==> config.mk <==
export PLATFORM = sky130hd
export DESIGN_NAME = mult8_tile_seq_flat
export DESIGN_NICKNAME = d
export VERILOG_FILES = /design/src/rtl/mult_tile_pkg.sv /design/src/rtl/mult8_tile_seq_if.sv /design/src/rtl/mult8_digit_seq.sv /design/src/rtl/mult8_tile_seq.sv /design/src/flat_wrapper.sv
export SDC_FILE = /design/constraint.sdc
export NUM_CORES = 1
export LEC_CHECK = 0
export CAP_MARGIN = 10
export CELL_PAD_IN_SITES_DETAIL_PLACEMENT = 0
export CELL_PAD_IN_SITES_GLOBAL_PLACEMENT = 1
export CORE_MARGIN = 8
export CORE_UTILIZATION = 40
export DETAILED_ROUTE_END_ITERATION = 16
export PLACE_DENSITY = 0.85
export SYNTH_ARGS = -nofsm -noshare
export SYNTH_HDL_FRONTEND = slang
export SYNTH_HIERARCHICAL = 1
export SYNTH_SLANG_ARGS = --single-unit
==> constraint.sdc <==
create_clock -name clk -period 3.9 [get_ports clk]
set_input_delay 0.39 -clock clk [delete_from_list [all_inputs] [get_ports clk]]
set_output_delay 0.39 -clock clk [all_outputs]
set_load 0.1 [all_outputs]
==> src/rtl/mult_tile_pkg.sv <==
// Shared constants and types for the tile-iterating 8x8 multiplier.
//   WIDTH   : operand width
//   DIGIT   : tile operand width
//   NDIG    : digits per operand
//   ACC_W   : accumulator width (17 bits worst case, plus one bit of margin)
//   state_t : control FSM states
package mult_tile_pkg;
  localparam int unsigned WIDTH   = 8;
  localparam int unsigned DIGIT   = 2;
  localparam int unsigned NDIG    = WIDTH / DIGIT;
  localparam int unsigned ACC_W   = 18;
  localparam int unsigned IDX_W   = $clog2(NDIG);
  localparam int unsigned CNT_W   = 2 * IDX_W;
  localparam int unsigned SHIFT_W = $clog2(2 * DIGIT * (NDIG - 1) + 1);

  typedef enum logic [1:0] {IDLE, RUN, DONE} state_t;
endpackage

==> src/rtl/mult8_tile_seq_if.sv <==
// Operand/result handshake bundle for mult8_tile_seq.
//   in_valid/in_ready/a/b       : operand pair handshake
//   out_valid/out_ready/p/ovf   : result handshake
//   master : producer of operands / consumer of results
//   slave  : the multiplier
interface mult8_tile_seq_if;
  import mult_tile_pkg::*;

  logic                 in_valid;
  logic                 in_ready;
  logic [WIDTH-1:0]     a;
  logic [WIDTH-1:0]     b;
  logic                 out_valid;
  logic                 out_ready;
  logic [2*WIDTH-1:0]   p;
  logic                 ovf;

  modport master (
    output in_valid, a, b, out_ready,
    input  in_ready, out_valid, p, ovf
  );

  modport slave (
    input  in_valid, a, b, out_ready,
    output in_ready, out_valid, p, ovf
  );
endinterface

==> src/rtl/mult8_digit_seq.sv <==
// Digit-pair sequencer: 4-bit counter walking all digit pairs, a digit outer
// (i = upper bits), b digit inner (j = lower bits).
//   clk, rst : clock, synchronous active-high reset
//   start    : clear the counter (operand accept)
//   run      : advance one pair per cycle
//   i, j     : current a / b digit index
//   shift    : weight of the current partial product, DIGIT*(i+j)
//   last     : final pair is being presented
module mult8_digit_seq
  import mult_tile_pkg::*;
(
  input  logic               clk,
  input  logic               rst,
  input  logic               start,
  input  logic               run,
  output logic [IDX_W-1:0]   i,
  output logic [IDX_W-1:0]   j,
  output logic [SHIFT_W-1:0] shift,
  output logic               last
);
  logic [CNT_W-1:0] cnt;

  always_ff @(posedge clk) begin
    if (rst || start) begin
      cnt <= '0;
    end else if (run) begin
      cnt <= cnt + 1'b1;
    end
  end

  always_comb begin
    i     = cnt[CNT_W-1 -: IDX_W];
    j     = cnt[IDX_W-1:0];
    shift = SHIFT_W'(DIGIT * (int'(i) + int'(j)));
    last  = &cnt;
  end
endmodule

==> src/rtl/mult8_tile_seq.sv <==
// Sequential 8x8 unsigned multiplier driving an external 2x2 tile multiplier
// over all 16 digit pairs and shift-accumulating its products.
//   clk, rst       : clock, synchronous active-high reset
//   bus (slave)    : operand handshake (in_valid/in_ready/a/b) and result
//                    handshake (out_valid/out_ready/p/ovf)
//   tile_a, tile_b : digits presented to the tile (0 outside RUN)
//   tile_p         : combinational tile product
//   err_abs        : |acc - a*b|, present only with MULT8_ERR_MON_EN defined
module mult8_tile_seq
  import mult_tile_pkg::*;
(
  input  logic                 clk,
  input  logic                 rst,
  mult8_tile_seq_if.slave      bus,
  output logic [DIGIT-1:0]     tile_a,
  output logic [DIGIT-1:0]     tile_b,
  input  logic [2*DIGIT-1:0]   tile_p
`ifdef MULT8_ERR_MON_EN
  ,
  output logic [2*WIDTH:0]     err_abs
`endif
);
  state_t             state;
  logic [WIDTH-1:0]   a_reg;
  logic [WIDTH-1:0]   b_reg;
  logic [ACC_W-1:0]   acc;
  logic               out_valid_q;
  logic               accept;
  logic               run;
  logic [IDX_W-1:0]   di;
  logic [IDX_W-1:0]   dj;
  logic [SHIFT_W-1:0] shift;
  logic               last;

  assign bus.in_ready  = (state == IDLE) && !rst;
  assign accept        = bus.in_valid && bus.in_ready;
  assign run           = (state == RUN);
  assign bus.out_valid = out_valid_q;
  assign bus.p         = acc[2*WIDTH-1:0];
  assign bus.ovf       = |acc[ACC_W-1:2*WIDTH];

  mult8_digit_seq u_seq (
    .clk   (clk),
    .rst   (rst),
    .start (accept),
    .run   (run),
    .i     (di),
    .j     (dj),
    .shift (shift),
    .last  (last)
  );

  always_comb begin
    tile_a = '0;
    tile_b = '0;
    if (run) begin
      tile_a = a_reg[int'(di)*DIGIT +: DIGIT];
      tile_b = b_reg[int'(dj)*DIGIT +: DIGIT];
    end
  end

  always_ff @(posedge clk) begin
    if (rst) begin
      state       <= IDLE;
      acc         <= '0;
      a_reg       <= '0;
      b_reg       <= '0;
      out_valid_q <= 1'b0;
    end else begin
      case (state)
        IDLE: begin
          if (accept) begin
            a_reg <= bus.a;
            b_reg <= bus.b;
            acc   <= '0;
            state <= RUN;
          end
        end
        RUN: begin
          acc <= acc + (ACC_W'(tile_p) << shift);
          if (last) begin
            state       <= DONE;
            out_valid_q <= 1'b1;
          end
        end
        DONE: begin
          if (bus.out_ready) begin
            state       <= IDLE;
            out_valid_q <= 1'b0;
          end
        end
        default: state <= IDLE;
      endcase
    end
  end

`ifdef MULT8_ERR_MON_EN
  // Reference product from the latched operands; a_reg/b_reg clear on reset,
  // so err_abs is 0 after reset and stable in DONE.
  logic [2*WIDTH-1:0] exact;
  logic [ACC_W-1:0]   exact_ext;
  logic [ACC_W-1:0]   diff;

  always_comb begin
    exact     = a_reg * b_reg;
    exact_ext = ACC_W'(exact);
    diff      = (acc >= exact_ext) ? (acc - exact_ext) : (exact_ext - acc);
    err_abs   = (2*WIDTH+1)'(diff);
  end
`endif
endmodule
==> src/flat_wrapper.sv <==
// flat-port wrapper written by rule: the top's interface ports become plain ports
module mult8_tile_seq_flat import mult_tile_pkg::*;
  (clk, rst, tile_a, tile_b, tile_p, bus_in_valid, bus_a, bus_b, bus_out_ready, bus_in_ready, bus_out_valid, bus_p, bus_ovf);
  mult8_tile_seq_if bus_i ();
  input  logic clk;
  input  logic rst;
  output logic [DIGIT-1:0] tile_a;
  output logic [DIGIT-1:0] tile_b;
  input  logic [2*DIGIT-1:0] tile_p;
  input wire logic [$bits(bus_i.in_valid)-1:0] bus_in_valid;
  input wire logic [$bits(bus_i.a)-1:0] bus_a;
  input wire logic [$bits(bus_i.b)-1:0] bus_b;
  input wire logic [$bits(bus_i.out_ready)-1:0] bus_out_ready;
  output wire logic [$bits(bus_i.in_ready)-1:0] bus_in_ready;
  output wire logic [$bits(bus_i.out_valid)-1:0] bus_out_valid;
  output wire logic [$bits(bus_i.p)-1:0] bus_p;
  output wire logic [$bits(bus_i.ovf)-1:0] bus_ovf;
  assign bus_i.in_valid = bus_in_valid;
  assign bus_i.a = bus_a;
  assign bus_i.b = bus_b;
  assign bus_i.out_ready = bus_out_ready;
  assign bus_in_ready = bus_i.in_ready;
  assign bus_out_valid = bus_i.out_valid;
  assign bus_p = bus_i.p;
  assign bus_ovf = bus_i.ovf;
  mult8_tile_seq u_core (.clk(clk), .rst(rst), .bus(bus_i), .tile_a(tile_a), .tile_b(tile_b), .tile_p(tile_p));
endmodule
==> impl_metrics.env <==
export IMPL_status="finished, final reports clean"
export IMPL_largest_register_ffs=18
export IMPL_fillers=721
export IMPL_grt_max_degree=38
export IMPL_period_share=0.928
export IMPL_worst_setup_path_start_kind="flip-flop"
export IMPL_setup_viol=0
export IMPL_yosys_warnings=6
export IMPL_final_util=0.477
export IMPL_peakVddDrop_uv=162
export IMPL_drv_cap=0
export IMPL_cts_root_buf="clkbuf_8"
export IMPL_seq_area_frac_synth=0.283
export IMPL_grt_pass1_wl_um=12100
export IMPL_synth_simple_area_share=0.227
export IMPL_async_flop_share=0
export IMPL_synth_top_family_by_area="compound AO/OA/AOI/OAI gates"
export IMPL_ff_latch_area_sq_um=821
export IMPL_synth_cell_types=64
export IMPL_io_buffers=46
export IMPL_drc=0
export IMPL_n_antenna_cell=0
export IMPL_cpMostUsedCell="ha_1"
export IMPL_ant_nets=0
export IMPL_tns_ps=0
export IMPL_tightest_slew_ps=977
export IMPL_clock_skew_final_ps=13.5
export IMPL_dr_pass1_iters=5
export IMPL_critical_path_arrival_ps=3810
export IMPL_antenna_found_initial=0
export IMPL_crit_slowest_cell="fa_1"
export IMPL_crit_required_ps=4090
export IMPL_start_util=0.407
export IMPL_hold_violations=0
export IMPL_syn_area_per_cell_sq_um=8.09
export IMPL_die_h_um=101
export IMPL_grt_pass1_vias=2561
export IMPL_cp_num_buf_inv=0
export IMPL_min_period_ps=3620
export IMPL_yosys_mux_area_fraction=0.0607
export IMPL_max_freq_mhz=276
export IMPL_cts_buffers=5
export IMPL_track_usage=0.145
export IMPL_crit_fanout=13
export IMPL_holdWs_ps=457
export IMPL_clkTransAtPathRegs_ps=90
export IMPL_final_cell_mix="nand2_1 (59), clkdlybuf4s50_1 (41), dfxtp_1 (41), a21oi_1 (30), nor2_1 (22)"
export IMPL_vias=2624
export IMPL_syn_inst=359
export IMPL_drtIter0Drc=117
export IMPL_grt_overflow=0
export IMPL_synth_seq_cells=41
export IMPL_crit_path_end_kind="flip-flop"
export IMPL_multi_input_area_sq_um=1870
export IMPL_area_growth_pct=17.3
export IMPL_dieArea_sq_um=10200
export IMPL_htreeDepth=2
export IMPL_synth_edf_count=0
export IMPL_power_mw=1.04
export IMPL_rsz0062_at_grt="false"
export IMPL_post_route_cells_drive_above_1_share=0.0803
export IMPL_synth_compound_area_frac=0.231
export IMPL_crit_chain="ha_1 > fa_1 > nand2b_1 > o32ai_1 > ha_1 > and4_1 > nand2_1 > a2bb2oi_2 > a21oi_1 > or3_1 > a32o_1"
export IMPL_final_cells=485
export IMPL_final_nets=430
export IMPL_p_per_area_nw_per_um2=305
export IMPL_cp_top_family="adder cells"
export IMPL_slew_violations=0
export IMPL_synthFlopType="dfxtp_1"
export IMPL_p_leak_nw=1.33
export IMPL_via_per_inst=5.41
export IMPL_post_drt_wl_per_cell_um=15.0
export IMPL_synth_area_sq_um=2910
export IMPL_dp_hpwl_um=5570
export IMPL_synth_nets=404
export IMPL_min_path_type="reg -> reg"
export IMPL_relSlewSlack=0.347
export IMPL_post_cts_buffers=0
export IMPL_synth_xor_area_frac=0.0271
export IMPL_cts_hold_buf=0
export IMPL_totalWireLength_um=7260
export IMPL_core_region_area_sq_um=7140
export IMPL_dp_cells=477
export IMPL_boundaryPins=47
export IMPL_worstSetupPathType="reg -> reg"
export IMPL_clk_latency_ps=300
export IMPL_layout_commonest_cell="nand2_1"
export IMPL_clock_sinks=41
export IMPL_die_w_um=101
export IMPL_ctsLongestPathBuffers=2
export IMPL_place_congestion=0.840
export IMPL_rows=31
export IMPL_cts_tree="done"
export IMPL_yosys_area_share_adder=0.0956
export IMPL_slowest_delay_ps=600
export IMPL_post_cts_resized=0
## cell families after synthesis
group,Yosys count
flops,41
buf+inv,38
compound gates,102
simple gates,135
other cells,1
xor+xnor,9
fa+ha+maj,21
mux,12
## worst register-to-register path, delay by kind of cell (launching register included)
kind,cells,cell delay (ps)
adders and majority gates,3,1190
AOI/OAI and AO/OA,4,920
and+or+nand+nor,4,920
DFF,1,490
## area by class of cell
type / count / area share
Multi-Input combinational cell: 280 / 0.550
Sequential cell: 41 / 0.241
Timing Repair Buffer: 49 / 0.138
Tap cell: 99 / 0.0364
Clock buffer: 6 / 0.0213
Inverter: 8 / 0.00881
Clock inverter: 2 / 0.00441
## synthesized netlist by cell type (4+ instances only)
| library cell | count | area (sq um) |
|---|---|---|
| a31oi_1 | 9 | 56.3 |
| nor2b_1 | 9 | 56.3 |
| nand2_1 | 59 | 221 |
| xnor2_1 | 8 | 70.1 |
| nand3_1 | 5 | 25.0 |
| dfxtp_1 | 41 | 821 |
| clkbuf_1 | 9 | 33.8 |
| inv_1 | 6 | 22.5 |
| mux2i_1 | 6 | 60.1 |
| buf_4 | 17 | 128 |
| ha_1 | 19 | 238 |
| o21ai_1 | 10 | 50.1 |
| mux4_2 | 4 | 90.1 |
| and2_1 | 6 | 37.5 |
| o21ai_0 | 13 | 65.1 |
| nor3_1 | 10 | 50.1 |
| a21o_1 | 6 | 45.0 |
| a211oi_1 | 5 | 37.5 |
| nand2b_1 | 4 | 25.0 |
| a21oi_1 | 30 | 150 |
| nor2_1 | 22 | 82.6 |
## stage by stage
stage | setup WS, ps | instance area [sq um]
2_1_floorplan | 569 | 2910
3_3_place_gp | 432 | 3320
3_5_place_dp | 311 | 3320
4_1_cts | 299 | 3410
5_1_grt | 40.6 | 3410
6_report | 281 | 3410
## final timing paths
check | startpoint | end | slack [ps] | cells after the start
max | u_core/u_seq/cnt[2] | u_core/acc[16] | 280 | 11
min | u_core/b_reg[4] | u_core/b_reg[4] | 460 | 2
max reg2reg | u_core/u_seq/cnt[2] | u_core/acc[16] | 280 | 11
min reg2reg | u_core/b_reg[4] | u_core/b_reg[4] | 460 | 2
## per-layer routing
layer,global-route usage,part of all wire
met1,0.183,0.48
met2,0.239,0.46
met5,0,0
met4,0.0424,0.013
met3,0.0323,0.048
## report_power, final
part           switching (mW)  internal, mW
Clock                   0.157         0.126
Sequential             0.0146         0.438
Combinational           0.194         0.108
Total                   0.366         0.672
Power figures use the tool's default switching activity.
